<file path="config.mk">
export PLATFORM = sky130hd
export DESIGN_NAME = product_accumulator
export DESIGN_NICKNAME = d
export VERILOG_FILES = /design/src/rtl/product_accumulator_pkg.sv /design/src/rtl/product_accumulator_sat_adder.sv /design/src/rtl/product_accumulator.sv
export SDC_FILE = /design/constraint.sdc
export NUM_CORES = 1
export LEC_CHECK = 0
export ABC_AREA = 1
export CORE_MARGIN = 2
export CORE_UTILIZATION = 29
export CTS_CLUSTER_SIZE = 30
export DETAILED_ROUTE_END_ITERATION = 8
export HOLD_SLACK_MARGIN = 0.08
export PLACE_DENSITY_LB_ADDON = 0.05
export SETUP_SLACK_MARGIN = 0.02
export SYNTH_ARGS = -nofsm -noshare
export SYNTH_HDL_FRONTEND = slang
export SYNTH_SLANG_ARGS = --single-unit
</file>
<file path="constraint.sdc">
create_clock -name clk -period 2.7 [get_ports clk]
set_clock_uncertainty 0.15 [all_clocks]
set_input_delay 0.54 -clock clk [delete_from_list [all_inputs] [get_ports clk]]
set_output_delay 0.54 -clock clk [all_outputs]
set_load 0.1 [all_outputs]
</file>
<file path="src/rtl/product_accumulator_pkg.sv">
// Shared definitions for the product accumulator: FSM state encoding,
// default widths and helpers for derived widths.
package product_accumulator_pkg;

  typedef enum logic [1:0] {
    IDLE = 2'd0,
    ACC  = 2'd1,
    HOLD = 2'd2
  } state_e;

  localparam int unsigned DEF_PROD_W = 8;
  localparam int unsigned DEF_ACC_W  = 12;
  localparam int unsigned DEF_COUNT  = 4;

  // Largest value the accumulator can hold at the default width.
  localparam logic [DEF_ACC_W-1:0] ACC_MAX = '1;

  // Frame counter must reach COUNT, so it needs room for COUNT itself.
  function automatic int unsigned cnt_width(input int unsigned count);
    return $clog2(count + 1);
  endfunction

endpackage

</file>
<file path="src/rtl/product_accumulator_sat_adder.sv">
// Unsigned saturating adder: accumulator plus zero-extended product,
// clamped to all-ones when the sum no longer fits in ACC_W bits.
module sat_adder #(
  parameter int unsigned PROD_W = 8,
  parameter int unsigned ACC_W  = 12
) (
  input  logic [ACC_W-1:0]  a_i,
  input  logic [PROD_W-1:0] b_i,
  output logic [ACC_W-1:0]  sum_o,
  output logic              ovf_o
);

  localparam int unsigned SUM_W = ACC_W + 1;

  logic [ACC_W:0] full;

  // One extra bit catches the carry out; carry set means clamp.
  always_comb begin
    full  = {1'b0, a_i} + SUM_W'(b_i);
    ovf_o = full[ACC_W];
    sum_o = ovf_o ? '1 : full[ACC_W-1:0];
  end

endmodule

</file>
<file path="src/rtl/product_accumulator.sv">
// Sums a frame of COUNT unsigned products with saturation and presents
// the result on a valid/ready port until the consumer takes it.
module product_accumulator
  import product_accumulator_pkg::*;
#(
  parameter int unsigned PROD_W = DEF_PROD_W,
  parameter int unsigned ACC_W  = DEF_ACC_W,
  parameter int unsigned COUNT  = DEF_COUNT
) (
  input  logic              clk,
  input  logic              rst_n,
  input  logic              clear,
  input  logic              prod_valid,
  output logic              prod_ready,
  input  logic [PROD_W-1:0] prod_data,
  output logic              sum_valid,
  input  logic              sum_ready,
  output logic [ACC_W-1:0]  sum_data,
  output logic              sum_sat,
  output logic              busy
);

  localparam int unsigned         CNT_W    = cnt_width(COUNT);
  localparam logic [CNT_W-1:0]    LAST_CNT = CNT_W'(COUNT - 1);

  if (ACC_W < PROD_W) begin : g_bad_acc_w
    $error("ACC_W must be >= PROD_W");
  end
  if (COUNT < 1 || COUNT > 15) begin : g_bad_count
    $error("COUNT must be in 1..15");
  end

  state_e           state_q;
  logic [ACC_W-1:0] acc_q;
  logic [CNT_W-1:0] cnt_q;
  logic             sat_q;

  logic             accept;
  logic [ACC_W-1:0] add_sum;
  logic             add_ovf;

  sat_adder #(
    .PROD_W (PROD_W),
    .ACC_W  (ACC_W)
  ) u_sat_adder (
    .a_i   (acc_q),
    .b_i   (prod_data),
    .sum_o (add_sum),
    .ovf_o (add_ovf)
  );

  assign prod_ready = (state_q != HOLD);
  assign accept     = prod_valid && prod_ready;
  assign sum_valid  = (state_q == HOLD);
  assign busy       = (state_q == ACC);
  assign sum_data   = acc_q;
  assign sum_sat    = sat_q;

  // Frame FSM: first product loads, later ones add, HOLD waits for the take.
  always_ff @(posedge clk or negedge rst_n) begin
    if (!rst_n) begin
      state_q <= IDLE;
      acc_q   <= '0;
      cnt_q   <= '0;
      sat_q   <= 1'b0;
    end else if (clear) begin
      state_q <= IDLE;
      acc_q   <= '0;
      cnt_q   <= '0;
      sat_q   <= 1'b0;
    end else begin
      unique case (state_q)
        IDLE: begin
          if (accept) begin
            acc_q   <= ACC_W'(prod_data);
            cnt_q   <= CNT_W'(1);
            sat_q   <= 1'b0;
            state_q <= (COUNT == 1) ? HOLD : ACC;
          end
        end
        ACC: begin
          if (accept) begin
            acc_q <= add_sum;
            cnt_q <= cnt_q + CNT_W'(1);
            sat_q <= sat_q | add_ovf;
            if (cnt_q == LAST_CNT) begin
              state_q <= HOLD;
            end
          end
        end
        HOLD: begin
          if (sum_ready) begin
            acc_q   <= '0;
            cnt_q   <= '0;
            sat_q   <= 1'b0;
            state_q <= IDLE;
          end
        end
        default: begin
          state_q <= IDLE;
        end
      endcase
    end
  end

endmodule

</file>
After elaboration in Yosys (flattened, before gate mapping)
Index checks and enable logic that the tools add are counted.
{"block": "word_totals", "register_bits": 18, "output_inout_bits": 16, "elab_cells": 42}
{"block": "op_classes", "add_sub_neg": 2, "n_eq_ne": 8, "muxes": 22, "bitwise": 1, "n_reduce_logical": 5}
{"operator": "$mux W12", "n": 5}
{"operator": "$pmux W12 S3", "n": 1}
{"operator": "$add A12 B8 Y13", "n": 1}
{"operator": "$mux W3", "n": 4}
{"operator": "$mux W2", "n": 5}
{"operator": "$ne A3 B2 Y1 const B", "n": 3}
{"operator": "$pmux W3 S3", "n": 1}
{"operator": "$reduce_and A4 Y1", "n": 2}
{"operator": "$pmux W2 S3", "n": 1}
{"operator": "$mux W1", "n": 4}
{"operator": "$reduce_bool A4 Y1", "n": 1}
{"operator": "$add A3 B1 Y3 const B", "n": 1}
{"operator": "$eq A3 B2 Y1 const B", "n": 1}
{"operator": "$ne A3 B3 Y1 const B", "n": 1}
{"operator": "$pmux W1 S3", "n": 1}
{"operator": "$eq A2 B1 Y1 const B", "n": 1}
{"operator": "$eq A2 B2 Y1 const B", "n": 1}
{"operator": "$logic_not A2 Y1", "n": 1}
{"operator": "$ne A2 B2 Y1 const B", "n": 1}
{"operator": "$logic_and A1 B1 Y1", "n": 1}
{"operator": "$or A1 B1 Y1", "n": 1}

Logic depth before layout (Yosys ltp)
{"block": "logic_depth", "word_depth": 5, "mapped_depth": 11, "ltp_nobuf": 11}

Cells and area by module
Synthesis repeated with hierarchy kept, for this count alone.
{"block": "hier_totals", "cells_unflattened": 287, "hier_area_um2": 1767.9}
{"mod": "product_accumulator", "n_inst": 1, "cells_each": 164, "area_per_inst_um2": 1124.8}
{"mod": "sat_adder", "n_inst": 1, "cells_each": 123, "area_per_inst_um2": 643.1}

Worst setup path before layout
OpenSTA, ideal clock, no wires.
{"block": "synth_timing", "path_kind": "reg2reg", "from": "register state_q[0]", "to": "register acc_q[1] (netlist: sum_data[1])", "t_arrival_ns": 2.963, "t_required_ns": 2.480, "setup_slack_ns": -0.483, "stages_incl_launch_ff": 12, "cell_sequence": "dfrtp_1 inv_1 ha_1 inv_1 nand2_1 nand3_1 nand2_1 nor2_8 inv_2 buf_6 nand2_1 nand3_1"}
{"block": "synth_between", "word_cells_on_any_way": 12, "classes_between": "eq/ne: 6; mux: 2; reduce/logical: 4"}
{"element": "start: declaration", "line": "product_accumulator.sv:33", "source": "state_e state_q;"}
{"element": "start signal: assignment", "line": "product_accumulator.sv:78", "source": "state_q <= (COUNT == 1) ? HOLD : ACC;"}
{"element": "$eq A2 B2 Y1 *"}
{"element": "via sum_valid", "line": "product_accumulator.sv:16", "source": "output logic sum_valid,"}
{"element": "$ne A3 B2 Y1 (no source line), or another cell as far along"}
{"element": "$reduce_and A4 Y1 (no source line) or $mux W12 (tied branches)"}
{"element": "end signal: assignment", "line": "product_accumulator.sv:75", "source": "acc_q <= ACC_W'(prod_data);"}
{"element": "end signal: assignment", "line": "product_accumulator.sv:83", "source": "acc_q <= add_sum;"}
{"element": "end: declaration", "line": "product_accumulator.sv:34", "source": "logic [ACC_W-1:0] acc_q;"}
The timed path passes the listed nets; every way through them passes the cells marked *.
A chain may end at the register's enable or synchronous reset.

Worst setup path after layout
{"block": "layout_timing", "from": "input prod_data[0]", "to": "register acc_q[6] (netlist: sum_data[6])"}
{"block": "layout_between", "elab_chain_cells": 5}
{"element": "start: declaration", "line": "product_accumulator.sv:15", "source": "input logic [PROD_W-1:0] prod_data,"}
{"element": "$add A12 B8 Y13", "line": "product_accumulator_sat_adder.sv:19", "source": "full = {1'b0, a_i} + SUM_W'(b_i);"}
{"element": "$mux W12", "line": "product_accumulator_sat_adder.sv:21", "source": "sum_o = ovf_o ? '1 : full[ACC_W-1:0];"}
{"element": "$mux W12", "line": "product_accumulator.sv:82", "source": "if (accept) begin"}
{"element": "$pmux W12 S3", "line": "product_accumulator.sv:72", "source": "unique case (state_q)"}
{"element": "$mux W12", "line": "product_accumulator.sv:66", "source": "end else if (clear) begin"}
Every way passes these cells. The select of a mux whose other input is x is not followed.

==> reports/metrics.cfg <==
[yosys]
yosys.cell_types.count = 25
synth_top_area_share_pct = 28.78
yosysTopAreaCell = dfrtp_1
synthCells = 238
ys_ff_latch = 18
postSynthNetCount = 266
syn-cell-area_mm2 = 0.001565
ys_seq_area_share_pct = 28.78
synth_top_cells_by_area = dfrtp_1 (29%), nand2_1 (22%), ha_1 (11%)
syn_avg_cell_area_um2 = 6.577
synth_warnings = 0

[global_routing]
grt_max_degree = 19
overflow = 0
grt_pass1_wl_um = 7458
grt_use_total_pct = 15.48
grt_pass1_vias = 1546
antenna_found_initial = 0

[run]
maxCapViolCount = 0

[worst_setup_path]
critical_path_required_ns = 2.69
r2r_end = sum_data[6]
reg2reg_depth = 10
setup.worst_path.start = prod_data[0]
critPathLaunchType = primary input
rrSetupSlack_ns = 0.63
crit_end = sum_data[6]
crit_arrival_ns = 2.38
rr_startpoint = sum_data[0]
critPathKind = primary input to register
cp_max_fo = 5
setup.worst_path.end_class = register

[clock_network]
clock-sinks = 18
cts_tree = done
postCtsResizedCells = 0
cts-htree-levels = 1
cts_setup_buffers = 0
cts_hold_buf = 0
cts_root_buffer = clkbuf_8
cts_buffers = 3
clock_latency_ns = 0.26
clk_pin_slew_ns = 0.07
clockBufferDepth = 2

[placement]
portBuffers = 28
post-dp-hpwl_um = 3362
dpl_cell_area_mm2 = 0.001936
gp_congestion = 0.7706
pre_cts_ws_ns = 0.02212

[cells_and_area]
drive_gt1_share_pct = 14.96
antenna_cells = 0
area_growth_pct = 27.18
nets = 303
final_area_mm2 = 0.001991
n_fill_cell = 579

[power]
powerDensity_mw_per_mm2 = 1029
combinationalPowerShare_pct = 69.0
peakVddDrop_v = 0.0005989
switching_share_pct = 58.38
p_clk_share_pct = 11.4
switching_power_mw = 1.196
p_seq_share_pct = 19.6
p_leak_nw = 1.097
intPower_mw = 0.8528

[floorplan]
ioPinCount = 29
rows = 26
start_util_pct = 30.26
fp.dieArea_mm2 = 0.006001
die_h_um = 77.47
die_x_um = 77.47
core_area_mm2 = 0.005172

[detailed_routing]
routed-via-count = 1528
first_iter_violations = 60
drtAntennaViolNets = 0
drc = 0
first_pass_iters = 6
post_drt_wl_per_cell_um = 12.34
routed_wl_um = 4246
via_per_inst = 4.442

[timing]
min_period_ns = 2.388
slew_headroom_pct = 76.27
worstMarginPinSlew_ns = 0.3554
fmax_ghz = 0.4187
period_share_pct = 88.46
hold_viol_final = 0
fin_hold_ws_ns = 0.3439
setup_ws_ns = 0.3115
tns_ns = 0
finalSetupViolations = 0
slew_violations = 0
rsz0062_at_grt = false

[worst_hold_path]
hold_path_class = register to register

[status]
status = completed

worst max-delay path: stages:
cell	delay [ns]
clkdlybuf4s50_1	0.42
ha_1	0.23
fa_1	0.39
nand3_1	0.09
nand2_1	0.09
nand3_1	0.11
nand2_1	0.13
inv_1	0.16
nand3_1	0.09
nand2_1	0.06
nand2_1	0.05
power groups by stage:
stage / registers, mW / clock network [mW] / logic [mW]
3_5_place_dp: 0.407 / 0 / 1.43
5_1_grt: 0.412 / 0.253 / 1.56
6_report: 0.402 / 0.233 / 1.41
4_1_cts: 0.403 / 0.242 / 1.43
2_1_floorplan: 0.703 / 0 / 0.810
3_3_place_gp: 0.408 / 0 / 1.43
cell type report:
type	instances	area, µm²	area share (%)
sequential	18	450.4	22.63
timing repair buffer	34	285.3	14.33
inverter	36	140.1	7.040
tap	70	87.58	4.400
clock buffer	4	55.05	2.766
multi-input combinational	182	972.2	48.84
cell usage after synthesis:
master    count
nand2_1      90
nand3_1      32
inv_1        31
dfrtp_1      18
nor2_1       15
ha_1         14
a21oi_1       6
inv_2         4
nand4_1       4
o21ai_0       4
nand2_2       3
o21ai_1       3
nand3b_1      2
buf_4         1
buf_6         1
clkinv_2      1
fa_1          1
nand2_4       1
nand3_4       1
nor2_8        1
o211ai_1      1
o21ai_2       1
o22ai_1       1
or2_2         1
xor2_1        1
per-stage QoR:
step           utilization (%)  power [mW]  std cells
2_1_floorplan                -       1.512        238
3_3_place_gp             37.42       1.838        340
5_1_grt                  38.49       2.222        344
3_5_place_dp             37.42       1.837        340
4_1_cts                  38.49       2.077        344
6_report                 38.49       2.049        344
sequential cells by signal, summed over array words and instances, names as in the netlist:
| name | count |
|---|---|
| cnt_q | 3 |
| state_q | 2 |
| sum_data | 12 |
| sum_sat | 1 |
cell families (layout without fill, tap and decap cells):
family / Yosys count / after routing / share of synthesized area (%)
DFF: 18 / 18 / 28.78
AOI/OAI and AO/OA: 16 / 16 / 5.596
adders and majority gates: 15 / 15 / 12.47
buffers and inverters: 38 / 74 / 9.912
and+or+nand+nor: 150 / 150 / 42.69
xor gates and xnor gates: 1 / 1 / 0.5597
worst min path at each step:
stage	start	end	cells past startpoint
floorplan	rst_n	cnt_q[0]	0
global placement	cnt_q[1]	cnt_q[1]	2
detailed placement	cnt_q[1]	cnt_q[1]	2
CTS	cnt_q[1]	cnt_q[1]	2
global route	cnt_q[1]	cnt_q[1]	2
finish	cnt_q[1]	cnt_q[1]	2
placed cells by master (no fill, tap or decap):
| master | count |
|---|---|
| a21oi_1 | 6 |
| buf_4 | 22 |
| clkbuf_8 | 4 |
| clkdlybuf4s50_1 | 12 |
| clkinv_2 | 1 |
| clkinvlp_4 | 1 |
| dfrtp_1 | 18 |
| fa_1 | 1 |
| ha_1 | 13 |
| ha_4 | 1 |
| inv_1 | 30 |
| inv_2 | 4 |
| nand2_1 | 90 |
| nand2_2 | 3 |
| nand2_4 | 1 |
| nand3_1 | 32 |
| nand3_4 | 1 |
| nand3b_1 | 2 |
| nand4_1 | 4 |
| nor2_1 | 15 |
| nor2_8 | 1 |
| o211ai_1 | 1 |
| o21ai_0 | 4 |
| o21ai_1 | 3 |
| o21ai_2 | 1 |
| o22ai_1 | 1 |
| or2_2 | 1 |
| xor2_1 | 1 |
per-layer routing:
layer	vias up	global-route usage, %	routed length, µm
li1	827	-	-
met1	673	22.43	2250
met2	26	24.43	1825
met3	2	2.209	145
met4	0	3.214	25
met5	-	0	0
Power figures use the tool's default switching activity.
